==> config.mk <==
export PLATFORM = sky130hd
export DESIGN_NAME = memory_access_top_flat
export DESIGN_NICKNAME = d
export VERILOG_FILES = /design/src/rtl/memory_access_pkg.sv /design/src/rtl/memory_access_if.sv /design/src/rtl/memory_access_lsu_align.sv /design/src/rtl/memory_access_top.sv /design/src/flat_wrapper.sv
export SDC_FILE = /design/constraint.sdc
export NUM_CORES = 1
export LEC_CHECK = 0
export ABC_AREA = 1
export ABC_CLOCK_PERIOD_IN_PS = 1900
export CAP_MARGIN = 20
export CORE_ASPECT_RATIO = 0.7
export CORE_UTILIZATION = 42
export CTS_CLUSTER_SIZE = 14
export DETAILED_ROUTE_END_ITERATION = 7
export GPL_TIMING_DRIVEN = 0
export PLACE_DENSITY = 0.83
export SETUP_SLACK_MARGIN = 0.3
export SLEW_MARGIN = 15
export SYNTH_ARGS = -nofsm -noshare
export SYNTH_HDL_FRONTEND = slang
export SYNTH_SLANG_ARGS = --single-unit
export TNS_END_PERCENT = 10
==> constraint.sdc <==
create_clock -name clk -period 1.9 [get_ports clk]
set_input_delay 0.19 -clock clk [delete_from_list [all_inputs] [get_ports clk]]
set_output_delay 0.19 -clock clk [all_outputs]
set_load 0.02 [all_outputs]
==> src/rtl/memory_access_pkg.sv <==
// utils_top: constants and types shared by the memory-access stage.
//   OP_*    : 7-bit major opcodes the stage decodes
//   BUBBLE  : canonical no-op instruction (addi x0, x0, 0)
//   F3_*    : load funct3 codes; stores reuse 000/001/010
//   state_t : memory-access FSM state encoding
package utils_top;

    localparam logic [6:0]  OP_LOAD   = 7'b000_0011;
    localparam logic [6:0]  OP_STORE  = 7'b010_0011;
    localparam logic [6:0]  OP_BRANCH = 7'b110_0011;
    localparam logic [31:0] BUBBLE    = 32'h0000_0013;

    localparam logic [2:0] F3_LB  = 3'b000;
    localparam logic [2:0] F3_LH  = 3'b001;
    localparam logic [2:0] F3_LW  = 3'b010;
    localparam logic [2:0] F3_LBU = 3'b100;
    localparam logic [2:0] F3_LHU = 3'b101;

    typedef enum logic {
        IDLE   = 1'b0,
        ACCESS = 1'b1
    } state_t;

    function automatic logic is_mem_op(input logic [31:0] inst);
        return (inst[6:0] == OP_LOAD) || (inst[6:0] == OP_STORE);
    endfunction

endpackage

==> src/rtl/memory_access_if.sv <==
// memory_access_if: data-memory bus between the stage and the memory.
//   dmem_req   : request, held for the whole access
//   dmem_we    : 1 = store, 0 = load
//   dmem_addr  : word address, [1:0] = 0
//   dmem_be    : byte enables
//   dmem_wdat  : lane-replicated store data
//   dmem_ack   : access done; dmem_rdat valid in the same cycle
//   dmem_rdat  : load word
// master = memory-access stage, slave = memory.
interface memory_access_if;

    logic        dmem_req;
    logic        dmem_we;
    logic [31:0] dmem_addr;
    logic [3:0]  dmem_be;
    logic [31:0] dmem_wdat;
    logic        dmem_ack;
    logic [31:0] dmem_rdat;

    modport master (
        output dmem_req, dmem_we, dmem_addr, dmem_be, dmem_wdat,
        input  dmem_ack, dmem_rdat
    );

    modport slave (
        input  dmem_req, dmem_we, dmem_addr, dmem_be, dmem_wdat,
        output dmem_ack, dmem_rdat
    );

endinterface

==> src/rtl/memory_access_lsu_align.sv <==
// memory_access_lsu_align: purely combinational alignment logic.
//   acc_funct3/acc_addr_lo/acc_rd2 : access about to be issued
//   acc_legal                      : alignment / funct3 legality
//   acc_be, acc_wdat               : byte enables and replicated store data
//   ld_funct3/ld_addr_lo/ld_rdat   : captured load and returned word
//   ld_data                        : extracted, extended load result
module memory_access_lsu_align
    import utils_top::*;
(
    input  logic [2:0]  acc_funct3,
    input  logic [1:0]  acc_addr_lo,
    input  logic [31:0] acc_rd2,
    output logic        acc_legal,
    output logic [3:0]  acc_be,
    output logic [31:0] acc_wdat,
    input  logic [2:0]  ld_funct3,
    input  logic [1:0]  ld_addr_lo,
    input  logic [31:0] ld_rdat,
    output logic [31:0] ld_data
);

    logic [31:0] ld_shifted;

    always_comb begin
        // NOTE: every output gets a default before the case so no path
        // leaves a signal unassigned, which would infer a latch.
        acc_legal = 1'b0;
        acc_be    = 4'b0000;
        acc_wdat  = '0;
        case (acc_funct3)
            F3_LB, F3_LBU: begin
                acc_legal = 1'b1;
                acc_be    = 4'b0001 << acc_addr_lo;
                acc_wdat  = {4{acc_rd2[7:0]}};
            end
            F3_LH, F3_LHU: begin
                acc_legal = ~acc_addr_lo[0];
                acc_be    = acc_addr_lo[1] ? 4'b1100 : 4'b0011;
                acc_wdat  = {2{acc_rd2[15:0]}};
            end
            F3_LW: begin
                acc_legal = (acc_addr_lo == 2'b00);
                acc_be    = 4'b1111;
                acc_wdat  = acc_rd2;
            end
            default: ;
        endcase
    end

    // Bring the addressed byte/half down to bit 0 before extending.
    assign ld_shifted = ld_rdat >> {ld_addr_lo, 3'b000};

    always_comb begin
        ld_data = ld_rdat;
        case (ld_funct3)
            F3_LB:   ld_data = {{24{ld_shifted[7]}}, ld_shifted[7:0]};
            F3_LBU:  ld_data = {24'h00_0000, ld_shifted[7:0]};
            F3_LH:   ld_data = {{16{ld_shifted[15]}}, ld_shifted[15:0]};
            F3_LHU:  ld_data = {16'h0000, ld_shifted[15:0]};
            default: ld_data = ld_rdat;
        endcase
    end

endmodule

==> src/rtl/memory_access_top.sv <==
// memory_access_top: memory-access pipeline stage.
//   clk, rst_n            : clock, asynchronous active-low reset
//   ma_inst/ma_dat/ma_rd2 : instruction, ALU result/address, store data
//   ma_stall              : hold request to execute
//   dmem                  : data-memory bus (master side)
//   wb_inst, wb_dat       : registered outputs to writeback
//   ma_fwd_we/dst/dat     : forwarding to decode
//   ma_misalign           : one-cycle pulse on an illegal memory op
module memory_access_top
    import utils_top::*;
(
    input  logic                   clk,
    input  logic                   rst_n,
    input  logic [31:0]            ma_inst,
    input  logic [31:0]            ma_dat,
    input  logic [31:0]            ma_rd2,
    output logic                   ma_stall,
    memory_access_if.master        dmem,
    output logic [31:0]            wb_inst,
    output logic [31:0]            wb_dat,
    output logic                   ma_fwd_we,
    output logic [4:0]             ma_fwd_dst,
    output logic [31:0]            ma_fwd_dat,
    output logic                   ma_misalign
);

    state_t      state_q, state_d;
    logic [31:0] inst_q;
    logic [31:0] addr_q;
    logic [31:0] wdat_q;
    logic [3:0]  be_q;
    logic        we_q;
    logic [2:0]  funct3_q;

    logic        mem_op;
    logic        acc_legal;
    logic [3:0]  acc_be;
    logic [31:0] acc_wdat;
    logic [31:0] ld_data;
    logic        start_access;
    logic [31:0] wb_inst_d;
    logic [31:0] wb_dat_d;
    logic        misalign_d;

    memory_access_lsu_align u_align (
        .acc_funct3  (ma_inst[14:12]),
        .acc_addr_lo (ma_dat[1:0]),
        .acc_rd2     (ma_rd2),
        .acc_legal   (acc_legal),
        .acc_be      (acc_be),
        .acc_wdat    (acc_wdat),
        .ld_funct3   (funct3_q),
        .ld_addr_lo  (addr_q[1:0]),
        .ld_rdat     (dmem.dmem_rdat),
        .ld_data     (ld_data)
    );

    assign mem_op       = is_mem_op(ma_inst);
    assign start_access = (state_q == IDLE) && mem_op && acc_legal;

    always_comb begin
        state_d    = state_q;
        wb_inst_d  = BUBBLE;
        wb_dat_d   = '0;
        misalign_d = 1'b0;
        case (state_q)
            IDLE: begin
                if (start_access) begin
                    state_d = ACCESS;
                end else if (mem_op) begin
                    misalign_d = 1'b1;
                end else begin
                    wb_inst_d = ma_inst;
                    wb_dat_d  = ma_dat;
                end
            end
            ACCESS: begin
                // dmem_ack only matters here; an ack seen in IDLE is ignored.
                if (dmem.dmem_ack) begin
                    state_d   = IDLE;
                    wb_inst_d = inst_q;
                    wb_dat_d  = we_q ? addr_q : ld_data;
                end
            end
            default: state_d = IDLE;
        endcase
    end

    // Gated with rst_n so the stage never stalls execute while held in reset.
    assign ma_stall = rst_n & (start_access |
                               ((state_q == ACCESS) & ~dmem.dmem_ack));

    // Reset forces state_q to IDLE asynchronously, so the request drops at once.
    assign dmem.dmem_req  = (state_q == ACCESS);
    assign dmem.dmem_we   = we_q;
    assign dmem.dmem_addr = {addr_q[31:2], 2'b00};
    assign dmem.dmem_be   = be_q;
    assign dmem.dmem_wdat = wdat_q;

    always_ff @(posedge clk or negedge rst_n) begin
        // NOTE: sequential state uses non-blocking assignments so every
        // register samples pre-edge values regardless of statement order.
        if (!rst_n) begin
            state_q     <= IDLE;
            wb_inst     <= BUBBLE;
            wb_dat      <= '0;
            ma_misalign <= 1'b0;
        end else begin
            state_q     <= state_d;
            wb_inst     <= wb_inst_d;
            wb_dat      <= wb_dat_d;
            ma_misalign <= misalign_d;
        end
    end

    always_ff @(posedge clk or negedge rst_n) begin
        // NOTE: the capture registers drive the memory bus directly, so they
        // are reset too; otherwise the bus would show X after reset.
        if (!rst_n) begin
            inst_q   <= BUBBLE;
            addr_q   <= '0;
            wdat_q   <= '0;
            be_q     <= 4'b0000;
            we_q     <= 1'b0;
            funct3_q <= 3'b000;
        end else if (start_access) begin
            inst_q   <= ma_inst;
            addr_q   <= ma_dat;
            wdat_q   <= acc_wdat;
            be_q     <= acc_be;
            we_q     <= (ma_inst[6:0] == OP_STORE);
            funct3_q <= ma_inst[14:12];
        end
    end

    // Stores, branches and bubbles write no register; x0 is never forwarded.
    assign ma_fwd_we  = (wb_inst[6:0] != OP_STORE) && (wb_inst[6:0] != OP_BRANCH) &&
                        (wb_inst != BUBBLE) && (wb_inst[11:7] != 5'd0);
    assign ma_fwd_dst = wb_inst[11:7];
    assign ma_fwd_dat = wb_dat;

endmodule

==> src/flat_wrapper.sv <==
// flat-port wrapper written by rule: the top's interface ports become plain ports
module memory_access_top_flat import utils_top::*;
  (clk, rst_n, ma_inst, ma_dat, ma_rd2, ma_stall, wb_inst, wb_dat, ma_fwd_we, ma_fwd_dst, ma_fwd_dat, ma_misalign, dmem_dmem_req, dmem_dmem_we, dmem_dmem_addr, dmem_dmem_be, dmem_dmem_wdat, dmem_dmem_ack, dmem_dmem_rdat);
  memory_access_if dmem_i ();
  input  logic clk;
  input  logic rst_n;
  input  logic [31:0] ma_inst;
  input  logic [31:0] ma_dat;
  input  logic [31:0] ma_rd2;
  output logic ma_stall;
  output logic [31:0] wb_inst;
  output logic [31:0] wb_dat;
  output logic ma_fwd_we;
  output logic [4:0] ma_fwd_dst;
  output logic [31:0] ma_fwd_dat;
  output logic ma_misalign;
  output wire logic [$bits(dmem_i.dmem_req)-1:0] dmem_dmem_req;
  output wire logic [$bits(dmem_i.dmem_we)-1:0] dmem_dmem_we;
  output wire logic [$bits(dmem_i.dmem_addr)-1:0] dmem_dmem_addr;
  output wire logic [$bits(dmem_i.dmem_be)-1:0] dmem_dmem_be;
  output wire logic [$bits(dmem_i.dmem_wdat)-1:0] dmem_dmem_wdat;
  input wire logic [$bits(dmem_i.dmem_ack)-1:0] dmem_dmem_ack;
  input wire logic [$bits(dmem_i.dmem_rdat)-1:0] dmem_dmem_rdat;
  assign dmem_dmem_req = dmem_i.dmem_req;
  assign dmem_dmem_we = dmem_i.dmem_we;
  assign dmem_dmem_addr = dmem_i.dmem_addr;
  assign dmem_dmem_be = dmem_i.dmem_be;
  assign dmem_dmem_wdat = dmem_i.dmem_wdat;
  assign dmem_i.dmem_ack = dmem_dmem_ack;
  assign dmem_i.dmem_rdat = dmem_dmem_rdat;
  memory_access_top u_core (.clk(clk), .rst_n(rst_n), .ma_inst(ma_inst), .ma_dat(ma_dat), .ma_rd2(ma_rd2), .ma_stall(ma_stall), .dmem(dmem_i), .wb_inst(wb_inst), .wb_dat(wb_dat), .ma_fwd_we(ma_fwd_we), .ma_fwd_dst(ma_fwd_dst), .ma_fwd_dat(ma_fwd_dat), .ma_misalign(ma_misalign));
endmodule
==> out/metrics.yaml <==
die:
  std_cell_rows: 43
  die_h_um: 121.3
  fp.dieW_um: 172.5
  coreArea_um2: 19850
  start_util: 0.4304
  dieArea_um2: 20930
  ios: 305
timing:
  finalWorstPathRequiredPeriod_ns: 1.830
  max-slew-margin-rel: 0.6211
  setup_viol: 0
  fmax_mhz: 546.5
  min_period_over_period: 0.9631
  worstMarginPinSlew_ns: 0.5683
  slew_viol_final: 0
  whs_ns: -0.2639
  hold_viol: 55
  rsz0062_at_grt: "true"
  tns_ns: 0
  finClkSkew_ns: 0.008874
routing:
  antenna_left: 0
  drc: 0
  drtIter0Drc: 728
  viasPerCell: 5.103
  vias: 8705
  drt-total-wl_mm: 30.47
  drt_pass1_iterations: 5
  wl_per_cell_um: 17.86
worst_setup_path:
  endpoint: "ma_fwd_we"
  endpoint_kind: "output pin"
  startpoint: "u_core.wb_inst[25]"
  worstPathArrival_ns: 1.64
  start_kind: "flip-flop"
  reg2reg_depth: 9
  rr_startpoint: "u_core.addr_q[0]"
  critPathMaxFanout: 2
  worstSetupPathType: "flip-flop to output pin"
  rr_endpoint: "u_core.ma_fwd_dat[13]"
  reg2reg_setup_slack_ns: 0.30
  required_ns: 1.71
yosys:
  yosysUniqueCellTypes: 36
  syn_inst: 1075
  synth.avg_cell_area_um2: 7.948
  synth_top_family_by_area: "simple AND/OR/NAND/NOR gates"
  synth_fa_ha_area_frac: 0
  synth_seq_area_share: 0.4900
  synth-seq-cells: 167
  syn_area_um2: 8544
  yosys.area_share.simple: 0.2419
  synth.area.mux_share: 0
  synth_compound_area_frac: 0.1311
  synth_xor_area_frac: 0
  yosys_warnings: 0
placed_design:
  place_hpwl_mm: 22.24
  place_congestion: 0.9368
  io_buffers: 302
power_and_ir_drop:
  ir_drop_mv: 0.5024
  leakage_nw: 7.850
  p_per_area_nw_per_um2: 813.0
  power_mw: 10.74
grt:
  gr-total-overflow: 0
  grt_max_degree: 64
  grt_pass1_wl_mm: 44.86
  grt_pass1_vias: 8047
  grt.total_usage: 0.2871
  antenna_found_initial: 1
run:
  cap_violations: 0
layout:
  drive_gt1_frac: 0.2272
  area_growth_syn_to_layout_pct: 54.62
  layout_common_cells: "nand2_1, dfrtp_1, buf_4"
  nNetsFinal: 1553
  final_common_cell: "nand2_1"
outcome:
  violations: "hold timing"
  run_status: "complete, but fails checks"
cts:
  htree_num_levels: 4
  path_clk_slew_ns: 0.07
  clk_path_buf_depth: 2
  cts.sinks: 167
  cts_buffers: 17
  cts_tree: "built"
  cts-root-buf: "clkbuf_16"
  clkLatencyLatePin_ns: 0.43
min_path:
  hp-class: "input pin to async pin"
## state kept, by name (all words and copies together), names as in the netlist, 2 cells and up
name                   flops
u_core.dmem.dmem_wdat     32
u_core.wb_inst            32
u_core.addr_q             32
u_core.dmem.dmem_be        4
u_core.ma_fwd_dat         32
u_core.funct3_q            2
u_core.inst_q             30
## worst min-delay path by stage
stage	endpoint	slack (ns)	cells after the start
floorplan	u_core.addr_q[0]	-0.11	0
detailed placement	u_core.addr_q[22]	0.11	1
CTS	u_core.ma_fwd_dat[24]	-0.34	1
finish	u_core.ma_fwd_dat[29]	-0.26	2
global placement	u_core.inst_q[4]	0.45	2
global route	u_core.addr_q[27]	-0.24	2
## per-stage QoR
| stage | util | hold slack, ns | setup slack, ns | std cells | cell area [µm²] |
|---|---|---|---|---|---|
| floorplan | - | -0.1056 | 0.4270 | 1076 | 8548 |
| global placement | 0.5999 | 0.4516 | -6.266 | 1648 | 11910 |
| detailed placement | 0.6029 | 0.1057 | -0.8434 | 1650 | 11970 |
| CTS | 0.6401 | -0.3443 | 0.07004 | 1688 | 12710 |
| global route | 0.6655 | -0.2443 | -0.01879 | 1706 | 13210 |
| finish | 0.6655 | -0.2639 | 0.07014 | 1706 | 13210 |
## layer usage
metal	share of wire	vias up	routed length, µm	GRT usage
met5	0	-	0	0
met4	0.014	0	416	0.06914
met3	0.096	36	2911	0.08023
met2	0.45	448	13820	0.4443
met1	0.44	4184	13320	0.3964
li1	-	4037	-	-
## kinds of logic (layout without fill, tap and decap cells)
kind of cell / after synthesis / in the layout
DFF: 167 / 167
other: 1 / 3
AOI/OAI and AO/OA: 187 / 187
and+or+nand+nor: 513 / 513
buffers and inverters: 207 / 566
## worst max-delay path, stage by stage (launching register included)
cell	delay [ns]
dfrtp_1	0.37
nor2_1	0.13
nand4_1	0.19
nor2_2	0.18
nand4_1	0.09
nand2_1	0.07
nor2_1	0.04
buf_4	0.15
## cell type report
| cell class | instances | area (µm²) |
|---|---|---|
| diodes | 1 | 2.502 |
| multi-input cells | 702 | 3367 |
| fillers | 1602 | 6641 |
| inverters | 86 | 337.8 |
| plain buffers | 121 | 912.1 |
| repair buffers | 327 | 3462 |
| flip-flops and latches | 167 | 4190 |
| well taps | 270 | 337.8 |
| clock buffers | 19 | 442.9 |
| clock inverters | 13 | 158.9 |
## Yosys cell counts
library cell	count	area (µm²)
nor3b_1	1	7.510
a21oi_1	17	85.08
o21ai_1	72	360.4
o2111ai_1	2	17.52
o21ai_2	34	297.8
a21boi_0	2	15.01
a32oi_1	3	26.28
or2_1	2	12.51
o211ai_1	6	45.04
dfrtp_1	161	4029
buf_4	71	533.0
clkbuf_1	25	93.84
a211oi_1	3	22.52
inv_1	77	289.0
and3_1	1	6.260
nand2_1	350	1314
nor3_1	10	50.05
a21boi_1	1	7.510
nor2_1	92	345.3
nand2_4	1	11.26
inv_2	9	33.78
o22ai_1	2	12.51
o21bai_1	1	7.510
buf_6	15	168.9
o21ai_0	43	215.2
nor2_2	3	18.77
nand3_2	4	40.04
nor4_1	1	6.260
dfstp_2	6	157.7
buf_1	1	3.750
conb_1	1	3.750
buf_2	9	45.04
nand4_1	7	43.79
o31ai_1	1	7.510
nand3_1	36	180.2
or2_2	5	31.28
## timing repair
item / 4_1_cts / 5_1_grt
pin swaps: 12 / 19
endpoints found under the setup margin: 287 / 268
setup buffers: 6 / 14
endpoints found under the hold margin: 44 / 44
gates resized for setup: 49 / 247
## power by group
group	leakage, nW	switching (mW)	internal (mW)
combinational	5.45	1.61	1.35
clock	0.289	1.60	2.01
sequential	2.11	0.249	3.92
(Power assumes the default switching activity.)
